===== src/rtl/coolgirl_probe_pkg.sv =====
// coolgirl_probe_pkg: shared state type, mismatch rule and default parameters for famiclone_probe
package coolgirl_probe_pkg;
   typedef enum logic [1:0] {ST_INIT, ST_SAMPLE, ST_DECIDE, ST_DONE} probe_state_e;
   localparam int DEF_INIT_CYCLES = 15;
   localparam int DEF_SAMPLES_LO = 3;
   localparam int DEF_SAMPLES_HI = 3;
   localparam int DEF_MISMATCH_MIN = 1;
   localparam int DEF_TIMEOUT_CYCLES = 65535;
   localparam int DEF_CNT_W = 4;
   // a genuine console drives /A13 as the inverse of A13
   function automatic logic is_mismatch(input logic a13, input logic not_a13);
      return a13 == not_a13;
   endfunction
endpackage


===== src/rtl/toggle_sync.sv =====
// toggle_sync: 2-flop synchroniser for a toggle request plus pending compare against the local ack
module toggle_sync (
   input  logic clk,
   input  logic rst,
   input  logic req_i,
   input  logic ack_i,
   output logic req_s_o,
   output logic pending_o
);
   logic meta_q, sync_q;
   always_ff @(posedge clk) begin
      if (rst) {sync_q, meta_q} <= 2'b00;
      else {sync_q, meta_q} <= {meta_q, req_i};
   end
   assign req_s_o = sync_q;
   assign pending_o = sync_q != ack_i;
endmodule


===== src/rtl/famiclone_probe.sv =====
// famiclone_probe: power-on CIRAM grounding and new-famiclone classification from A13 vs /A13 samples.
// Optional FAMICLONE_PROBE_RERUN_EN adds a probe_rerun input that restarts sampling from DONE.
module famiclone_probe
   import coolgirl_probe_pkg::*;
#(
   parameter int INIT_CYCLES = DEF_INIT_CYCLES,
   parameter int SAMPLES_LO = DEF_SAMPLES_LO,
   parameter int SAMPLES_HI = DEF_SAMPLES_HI,
   parameter int MISMATCH_MIN = DEF_MISMATCH_MIN,
   parameter int TIMEOUT_CYCLES = DEF_TIMEOUT_CYCLES,
   parameter int CNT_W = DEF_CNT_W
) (
   input  logic             m2,
   input  logic             reset,
`ifdef FAMICLONE_PROBE_RERUN_EN
   input  logic             probe_rerun,
`endif
   input  logic             smp_req,
   input  logic             smp_a13,
   input  logic             smp_not_a13,
   output logic             smp_ack,
   output logic             init_ground,
   output logic             new_dendy,
   output logic             probe_done,
   output logic             probe_timeout,
   output logic [CNT_W-1:0] mismatch_cnt
);
   localparam int IW = $clog2(INIT_CYCLES + 2);
   localparam int TW = $clog2(TIMEOUT_CYCLES + 2);
   localparam int LW = $clog2(SAMPLES_LO + 2);
   localparam int HW = $clog2(SAMPLES_HI + 2);
   probe_state_e state_q, state_d;
   logic [IW-1:0] init_q, init_d;
   logic [TW-1:0] tcnt_q, tcnt_d;
   logic [LW-1:0] lo_q, lo_d;
   logic [HW-1:0] hi_q, hi_d;
   logic [CNT_W-1:0] mis_q, mis_d;
   logic ack_q, ack_d, gnd_q, gnd_d, nd_q, nd_d, done_q, done_d, to_q, to_d;
   logic req_s, pending;
   toggle_sync u_sync (
      .clk(m2),
      .rst(reset),
      .req_i(smp_req),
      .ack_i(ack_q),
      .req_s_o(req_s),
      .pending_o(pending)
   );
   always_comb begin
      state_d = state_q;
      init_d = init_q;
      tcnt_d = tcnt_q;
      lo_d = lo_q;
      hi_d = hi_q;
      mis_d = mis_q;
      ack_d = pending ? req_s : ack_q;
      gnd_d = gnd_q;
      nd_d = nd_q;
      done_d = done_q;
      to_d = to_q;
      case (state_q)
         ST_INIT: begin
            init_d = init_q == '0 ? init_q : init_q - IW'(1);
            state_d = init_q == '0 ? ST_SAMPLE : ST_INIT;
            gnd_d = init_q != '0;
         end
         ST_SAMPLE: begin
            tcnt_d = tcnt_q + TW'(1);
            if (pending) begin
               mis_d = is_mismatch(smp_a13, smp_not_a13) && !(&mis_q) ? mis_q + CNT_W'(1) : mis_q;
               lo_d = smp_a13 ? lo_q : lo_q + LW'(1);
               hi_d = smp_a13 ? hi_q + HW'(1) : hi_q;
            end
            // a closing sample on the timeout cycle takes priority over the timeout
            if (pending && (lo_d == LW'(SAMPLES_LO) || hi_d == HW'(SAMPLES_HI))) state_d = ST_DECIDE;
            else if (tcnt_q == TW'(TIMEOUT_CYCLES - 1)) begin
               state_d = ST_DECIDE;
               to_d = 1'b1;
            end
         end
         ST_DECIDE: begin
            nd_d = !to_q && int'(mis_q) >= MISMATCH_MIN;
            done_d = 1'b1;
            state_d = ST_DONE;
         end
         default: begin
`ifdef FAMICLONE_PROBE_RERUN_EN
            if (probe_rerun) begin
               state_d = ST_SAMPLE;
               tcnt_d = '0;
               lo_d = '0;
               hi_d = '0;
               mis_d = '0;
               nd_d = 1'b0;
               done_d = 1'b0;
               to_d = 1'b0;
            end
`endif
         end
      endcase
   end
   always_ff @(posedge m2) begin
      if (reset) begin
         state_q <= ST_INIT;
         init_q <= IW'(INIT_CYCLES);
         tcnt_q <= '0;
         lo_q <= '0;
         hi_q <= '0;
         mis_q <= '0;
         ack_q <= 1'b0;
         gnd_q <= 1'b1;
         nd_q <= 1'b0;
         done_q <= 1'b0;
         to_q <= 1'b0;
      end else begin
         state_q <= state_d;
         init_q <= init_d;
         tcnt_q <= tcnt_d;
         lo_q <= lo_d;
         hi_q <= hi_d;
         mis_q <= mis_d;
         ack_q <= ack_d;
         gnd_q <= gnd_d;
         nd_q <= nd_d;
         done_q <= done_d;
         to_q <= to_d;
      end
   end
   assign smp_ack = ack_q;
   assign init_ground = gnd_q;
   assign new_dendy = nd_q;
   assign probe_done = done_q;
   assign probe_timeout = to_q;
   assign mismatch_cnt = mis_q;
endmodule

===== config.mk =====
export PLATFORM = sky130hd
export DESIGN_NAME = famiclone_probe
export DESIGN_NICKNAME = d
export VERILOG_FILES = /design/src/rtl/coolgirl_probe_pkg.sv /design/src/rtl/toggle_sync.sv /design/src/rtl/famiclone_probe.sv
export SDC_FILE = /design/constraint.sdc
export NUM_CORES = 1
export LEC_CHECK = 0
export CAP_MARGIN = 20
export CORE_UTILIZATION = 50
export CTS_BUF_LIST = sky130_fd_sc_hd__clkbuf_4 sky130_fd_sc_hd__clkbuf_8
export DETAILED_ROUTE_END_ITERATION = 16
export GPL_TIMING_DRIVEN = 1
export PLACE_DENSITY = 0.74
export REMOVE_ABC_BUFFERS = 1
export SKIP_LAST_GASP = 1
export SLEW_MARGIN = 20
export SYNTH_ARGS = -nofsm -noshare
export SYNTH_HDL_FRONTEND = slang
export SYNTH_SLANG_ARGS = --single-unit

===== constraint.sdc =====
create_clock -name m2 -period 1.9 [get_ports m2]
set_input_delay 0.38 -clock m2 [delete_from_list [all_inputs] [get_ports m2]]
set_output_delay 0.38 -clock m2 [all_outputs]
set_load 0.02 [all_outputs]

==> results.md, run 1 <==
- Crit Path Category: reg2reg
- Final instance area: 2310 um^2
- FF-to-FF End: state_q[0]
- VDD IR-drop max: 0.560 mV
- Synth unique cells: 39
- Synth Register Bits: 41
- Hold_sp: u_sync.meta_q
- Total routed wirelength: 3110 um
- Seq/Total Area, Yosys: 42.5%
- Share of cells above drive strength 1: 13.2%
- RR Startpoint: lo_q[0]
- Slowest CP cell: or4b_4
- Worst-path maximum fanout: 2
- Worst Hold End: u_sync.req_s_o
- Post-detail-place hpwl: 2170 um
- Number of antenna diodes: 0
- Slew of the pin with the lowest slew margin: 0.395 ns
- Clock sinks: 41
- Max Used Layer: met4
- Sequential cell area: 823 um^2
- Die W: 64.1 um
- WHS Path Cells: 1
- DR vias/cell: 5.04
- Reg2Reg Depth: 6
- Die Span Y: 64.1 um
- DR WL/cell: 11.0 um
- Pin count of the biggest net entering global routing: 44
- Total grt overflow: 0
- CP cell instances: ha_4, or4b_4, a211oi_2, o21ai_2, a31oi_4, mux2_4
- Dominant cell type by area after synthesis: dfxtp_1
- Clock transition at path regs: 0.07 ns
- Post-DRT Antenna Nets: 0
- PwrDens: 651 nW/um^2
- Placement Cell Area: 2200 um^2
- First-pass GRT wire length: 5320 um
- Synth warn: 0
- Crit-path max cell delay: 0.45 ns
- CTS Buffer Depth: 2
- Routed met1 length: 1530 um
- Arr. time, crit path: 2.18 ns
- Synthesis-to-finish area growth: 20.0%
- Period Utilization, post-route: 105%
- Clock Skew: 0.00508 ns
- Post-CTS Setup Inserts: 0
- Clock root buffer: clkbuf_8
- Top_reg_cell synth: dfxtp_1
- Fin nets: 252
- Failing checks: negative setup slack
- Asr flop ratio synth: 0%
- IO Port Bufs: 13
- Final Hold Vio Count: 0
- F_max: 0.501 GHz
- Row cnt: 22
- WL met3: 98 um
- Most frequent cells in the layout: 39 x dfxtp_1, 36 x nor2_1, 19 x xor2_1
- Mapped cell area: 1930 um^2
- Met2 WL: 1440 um
- Cts bufs inserted: 5
- Post-Syn Instances: 210
- Routability cong.: 0.744
- Starting density of the core: 52.3%
- HP Class: reg2reg
- DRT Pass-1 Iters: 4
- Yosys top cell area share: 42.5%
- DR vias: 1427
- Leading post-synthesis cells by cell area: dfxtp_1 43%, xor2_1 8.6%, ha_1 7.8%, nor2_1 7.0%, xnor2_1 3.2%
- Global Route Usage Sum: 17.1%
- Period minus WS final: 1.99 ns
- Worst-Skew Late Latency: 0.29 ns
- R2R Setup Slk: -0.09 ns
- Max-cap violations: 0
- Critical Path RT: 2.08 ns
- Placed Instances: 276
- Final-layout fill cell count: 332
- Crit start category: flip-flop
- Fin cells: 283
- Static Leak: 0.906 nW
- Max transition margin: 73.7%
- # IOs: 14
- Most common cell after layout, fill and taps aside: dfxtp_1
- Core Area: 3690 um^2
- H-tree levels: 2
- CTS tree: built
- Critical path endpoint category: flip-flop
- Final-report max-slew violation count: 0
- Outcome: complete, but fails checks
- Number of enable flip-flop cells after synthesis: 0
- Setup violators final: 1
- RSZ-0062 raised after global routing: yes
- DRC: 0
- Hold-fix buffers, CTS: 0
- Initial antenna violation count: 0
- Final setup margin: -0.0947 ns
- Initial DRC Count: 92
- Die area: 4110 um^2
- Area of the multi-input gates: 1060 um^2
- Synthesized area per cell: 9.19 um^2
- Vias in the first global route: 1252
-- power breakdown --
group	switching, W	internal [W]
registers	0.00000610	0.000867
logic	0.0000318	0.0000307
clock network	0.000269	0.000302
-- layout make-up --
cell class | count | share of cell area [%]
multi-input combinational | 149 | 45.6
sequential | 41 | 35.6
timing repair buffer | 25 | 10.2
clock buffer | 7 | 3.89
tap | 48 | 2.59
inverter | 13 | 2.11
-- registers in the layout, summed over array words and instances (netlist names) --
| name | cells |
|---|---|
| new_dendy | 1 |
| state_q | 2 |
| u_sync.meta_q | 1 |
| u_sync.req_s_o | 1 |
| probe_timeout | 1 |
| smp_ack | 1 |
| tcnt_q | 17 |
| hi_q | 3 |
| init_q | 5 |
| probe_done | 1 |
| init_ground | 1 |
| lo_q | 3 |
| mismatch_cnt | 4 |
-- worst max-delay path: cells and delay by family, from the launching register on --
family,cells,cell delay [ns]
AO/OA/AOI/OAI,3,0.52
adder cells (fa/ha/maj),1,0.26
flip-flops,1,0.34
multiplexers,1,0.32
AND/OR/NAND/NOR,1,0.45
-- synthesized netlist by cell type (all sizes together) (3+ instances only) --
library cell and count:
a21oi 4, a31oi 3, and3 3, clkbuf 7
dfxtp 41, ha 12, inv 13, mux2i 5
nand2 11, nand2b 5, nand3 5, nand4 7
nor2 36, nor2b 4, o21ai 3, xnor2 7
xor2 19
-- per-stage QoR --
stage | setup slack [ns] | utilization (%) | total power (W) | hold WS, ns | setup TNS, ns
2_1_floorplan | -0.136 | - | 0.000915 | 0.409 | -0.136
3_3_place_gp | -0.364 | 59.5 | 0.000954 | 0.416 | -0.807
3_5_place_dp | -0.393 | 59.5 | 0.000956 | 0.422 | -0.938
4_1_cts | -0.104 | 62.6 | 0.00153 | 0.432 | -0.118
5_1_grt | -0.151 | 62.8 | 0.00158 | 0.464 | -0.858
6_report | -0.0947 | 62.8 | 0.00151 | 0.441 | -0.0947
-- worst max path at each step --
stage               cells past startpoint     from          to
detailed placement                      6  smp_a13  state_q[0]
floorplan                               6  smp_ack  state_q[0]
global route                            6  lo_q[1]  state_q[0]
finish                                  6  lo_q[0]  state_q[0]
global placement                        6  smp_a13  state_q[0]
CTS                                     6  lo_q[0]  state_q[0]
-- logic make-up (layout without fill, tap and decap cells) --
group	after synthesis	in the layout	synth area share [%]
xor+xnor	26	26	11.8
buf+inv	20	45	3.89
mux	6	6	3.37
fa+ha+maj	12	12	7.78
flops	41	41	42.5
simple gates	84	84	21.6
compound gates	21	21	9.01
-- repair_timing --
item,in CTS,in global routing
endpoints found under the hold margin,0,0
gates resized for setup,5,1
setup endpoints to repair,2,13
-- metal layers --
layer	track usage, %	vias to the layer above
met2	27.0	14
met5	0	-
met3	6.43	6
li1	-	755
met1	20.6	652
met4	7.50	0
(Power assumes the default switching activity.)
==> run 2: changes to the inputs <==
--- a/config.mk
+++ b/config.mk
@@ -5,11 +5,13 @@
 export SDC_FILE = /design/constraint.sdc
 export NUM_CORES = 1
 export LEC_CHECK = 0
+export ABC_AREA = 1
 export CAP_MARGIN = 20
 export CORE_UTILIZATION = 50
 export CTS_BUF_LIST = sky130_fd_sc_hd__clkbuf_4 sky130_fd_sc_hd__clkbuf_8
 export DETAILED_ROUTE_END_ITERATION = 16
 export GPL_TIMING_DRIVEN = 1
+export HOLD_SLACK_MARGIN = 0.06
 export PLACE_DENSITY = 0.74
 export REMOVE_ABC_BUFFERS = 1
 export SKIP_LAST_GASP = 1
==> constraint.sdc (replaced) <==
create_clock -name m2 -period 1.9 [get_ports m2]
set_input_delay 0.285 -clock m2 [delete_from_list [all_inputs] [get_ports m2]]
set_output_delay 0.285 -clock m2 [all_outputs]
set_load 0.02 [all_outputs]
==> run 2 against run 1 <==
Compared with the run above:
- the flow now finishes without violations
- global-route usage rose by 2.0 points
- clock power rose by 8.6%
- cell area rose by 0.92%
- non-clock buffer count fell by 7
- wire length rose by 18%
- synthesized area rose by 6.0%
- largest cell class unchanged
==> results.md, run 2 <==
- Outcome: complete, no violations
- Number of enable flip-flop cells after synthesis: 0 (unchanged)
- Max-cap violations: 0 (unchanged)
- Crit path buffers/inverters: 2 (+2)
- Die W: 66.0 um (+2.9%)
- HP Class: reg2reg
- Largest register FFs: 17 (unchanged)
- Crit Path Category: reg2reg
- CP startpoint: state_q[1]
- Die area: 4350 um^2 (+5.8%)
- # IOs: 14 (unchanged)
- Setup violators final: 0 (-1)
- Asr flop ratio synth: 0% (unchanged)
- Cts repair resizes: 0 (-5)
- Static Leak: 0.982 nW (+8.4%)
- Final Hold Vio Count: 0 (unchanged)
- F_max: 0.608 GHz (+21%)
- Max transition margin: 83.3% (+9.6 points)
- Initial DRC Count: 105 (+14%)
- Post-Syn Instances: 288 (+37%)
- RR Startpoint: state_q[1]
- Crit path max-delay family: simple AND/OR/NAND/NOR gates
- Post-DRT Antenna Nets: 0 (unchanged)
- CP cell instances: inv_1, ha_1, buf_4, nand3_1, nor2_1, and3_2, a21oi_1, a211oi_1
- Row cnt: 22 (unchanged)
- DR vias: 1766 (+24%)
- Critical path depth in cells: 8 (+2)
- Initial antenna violation count: 0 (unchanged)
- DR WL/cell: 10.4 um (-5.6%)
- Post-CTS Setup Inserts: 0 (unchanged)
- Cell with the most instances after synthesis: nand2_1
- Slowest CP cell: dfxtp_1
- Clock Skew: 0.00586 ns (+0.000786 ns)
- Slew of the pin with the lowest slew margin: 0.249 ns (-0.146 ns)
- First-pass GRT wire length: 6320 um (+19%)
- Post-detail-place hpwl: 2640 um (+21%)
- DRC: 0 (unchanged)
- H-tree levels: 2 (unchanged)
- Synth Register Bits: 41 (unchanged)
- Starting density of the core: 53.9% (+1.5 points)
- Synth warn: 0 (unchanged)
- Core Area: 3800 um^2 (+3.0%)
- Final TNS setup: 0 ns (+0.0947 ns)
- Synthesis-to-finish area growth: 14.2%
- Clock transition at path regs: 0.08 ns (about the same)
- Most common cell after layout, fill and taps aside: nand2_1
- Overall power: 0.00157 W (+4.2%)
- Most flops, register: tcnt_q
- Routability cong.: 0.780 (+4.8%)
- Total grt overflow: 0 (unchanged)
- Hold-fix buffers, CTS: 0 (unchanged)
- WHS Path Cells: 2 (+1)
- Pin count of the biggest net entering global routing: 24 (-45%)
- Cts bufs inserted: 5 (unchanged)
- IO Port Bufs: 13 (unchanged)
- Final-report max-slew violation count: 0 (unchanged)
- RSZ-0062 raised after global routing: no
- Critical Path RT: 2.11 ns (+0.03 ns)
- VDD IR-drop max: 0.383 mV (-32%)
- Clock root buffer: clkbuf_8
- Synthesized area per cell: 7.10 um^2 (-23%)
- Worst-path maximum fanout: 20 (+18)
- DR vias/cell: 4.97 (-1.3%)
- Crit start category: flip-flop
- Period minus WS final: 1.64 ns (-0.350 ns)
- Leading post-synthesis cells by cell area: dfxtp_1 40%, nand2_1 11%, inv_1 8.3%, ha_1 7.3%, a21oi_1 6.1%
- Fin nets: 323 (+28%)
- Die Span Y: 66.0 um (+2.9%)
- Arr. time, crit path: 1.85 ns (-0.33 ns)
- Number of antenna diodes: 0 (unchanged)
- Mapped cell area: 2050 um^2 (+6.0%)
- Yosys top cell area share: 40.1% (-2.4 points)
- Commonest cells post-synth: 62 x nand2_1, 45 x inv_1, 41 x dfxtp_1, 28 x nor2_1, 25 x a21oi_1
- Synth unique cells: 32 (-18%)
- Share of cells above drive strength 1: 7.49% (-5.7 points)
- Critical path endpoint category: flip-flop
- Total routed wirelength: 3680 um (+18%)
- Seq/Total Area, Yosys: 40.1% (-2.4 points)
- Reg2Reg Depth: 8 (+2)
- Global Route Usage Sum: 19.1% (+2.0 points)
- CTS Buffer Depth: 2 (unchanged)
- Vias in the first global route: 1581 (+26%)
- Core Util, Final: 61.5% (-1.3 points)
- CTS tree: built
- PwrDens: 672 nW/um^2 (+3.3%)
- Top_reg_cell synth: dfxtp_1
- Dominant cell type by area after synthesis: dfxtp_1
- Period Utilization, post-route: 86.6% (-18 points)
- Crit-path max cell delay: 0.34 ns (-0.11 ns)
- Worst-Skew Late Latency: 0.29 ns (about the same)
- Hold_sp: u_sync.meta_q
- Clock sinks: 41 (unchanged)
- Most frequent cells in the layout: 62 x nand2_1, 45 x inv_1, 41 x dfxtp_1
- DRT Pass-1 Iters: 4 (unchanged)
## run 2: changes by cell type in the layout (fill, tap and decap cells not counted), sizes merged, moves of 10 or more
cell / before / now
o21ai: 3 / 20
inv: 13 / 47
xor2: 19 / 2
nand3: 5 / 15
nand2: 11 / 64
a21oi: 4 / 25
nor3: 1 / 11
## run 2: worst paths after layout
path	endpoint	slack [ns]
min	u_sync.req_s_o	0.41
min reg2reg	u_sync.req_s_o	0.41
max	tcnt_q[13]	0.26
max reg2reg	tcnt_q[13]	0.26
## run 2: cell families (layout without fill, tap and decap cells)
logic type,Yosys count,after routing,share of synthesized area [%]
buffers and inverters,54,73,10.5
AND/OR/NAND/NOR,127,127,27.6
AO/OA/AOI/OAI,52,52,13.5
adder cells (fa/ha/maj),12,12,7.34
XOR/XNOR,2,2,0.856
flip-flops,41,41,40.1
## run 2: cell type report
class	count	area, um^2
multi-input cells	193	1010
clock buffers	7	96.3
flip-flops and latches	41	821
inverters	47	176
well taps	48	60.1
fillers	362	1460
clock inverters	1	5.00
repair buffers	18	168
## run 2: metrics by stage
stage | instances | hold slack, ns | area [um^2] | setup slack, ns
after global placement | 347 | 0.391 | 2230 | 0.0536
after detailed placement | 347 | 0.396 | 2230 | 0.0235
after global routing | 355 | 0.465 | 2340 | 0.00975
final | 355 | 0.406 | 2340 | 0.255
after floorplan | 281 | 0.354 | 2010 | 0.108
after CTS | 355 | 0.409 | 2340 | 0.242
## run 2: report_power, final
group / internal (W) / switching (W)
logic: 0.0000313 / 0.0000461
registers: 0.000867 / 0.00000535
clock network: 0.000328 / 0.000292
## run 2: layer usage
metal | GRT usage (%) | routed length (um) | vias up
met5 | 0 | 0 | -
met4 | 9.57 | 79 | 0
met3 | 4.31 | 148 | 9
met2 | 31.6 | 1660 | 26
met1 | 23.0 | 1790 | 777
li1 | - | - | 954
## run 2: worst register-to-register path, stage by stage, from the launching register on
cell and delay [ns]:
dfxtp_1 0.34, inv_1 0.11, ha_1 0.17, buf_4 0.23
nand3_1 0.09, nor2_1 0.12, and3_2 0.25, a21oi_1 0.08
a211oi_1 0.17
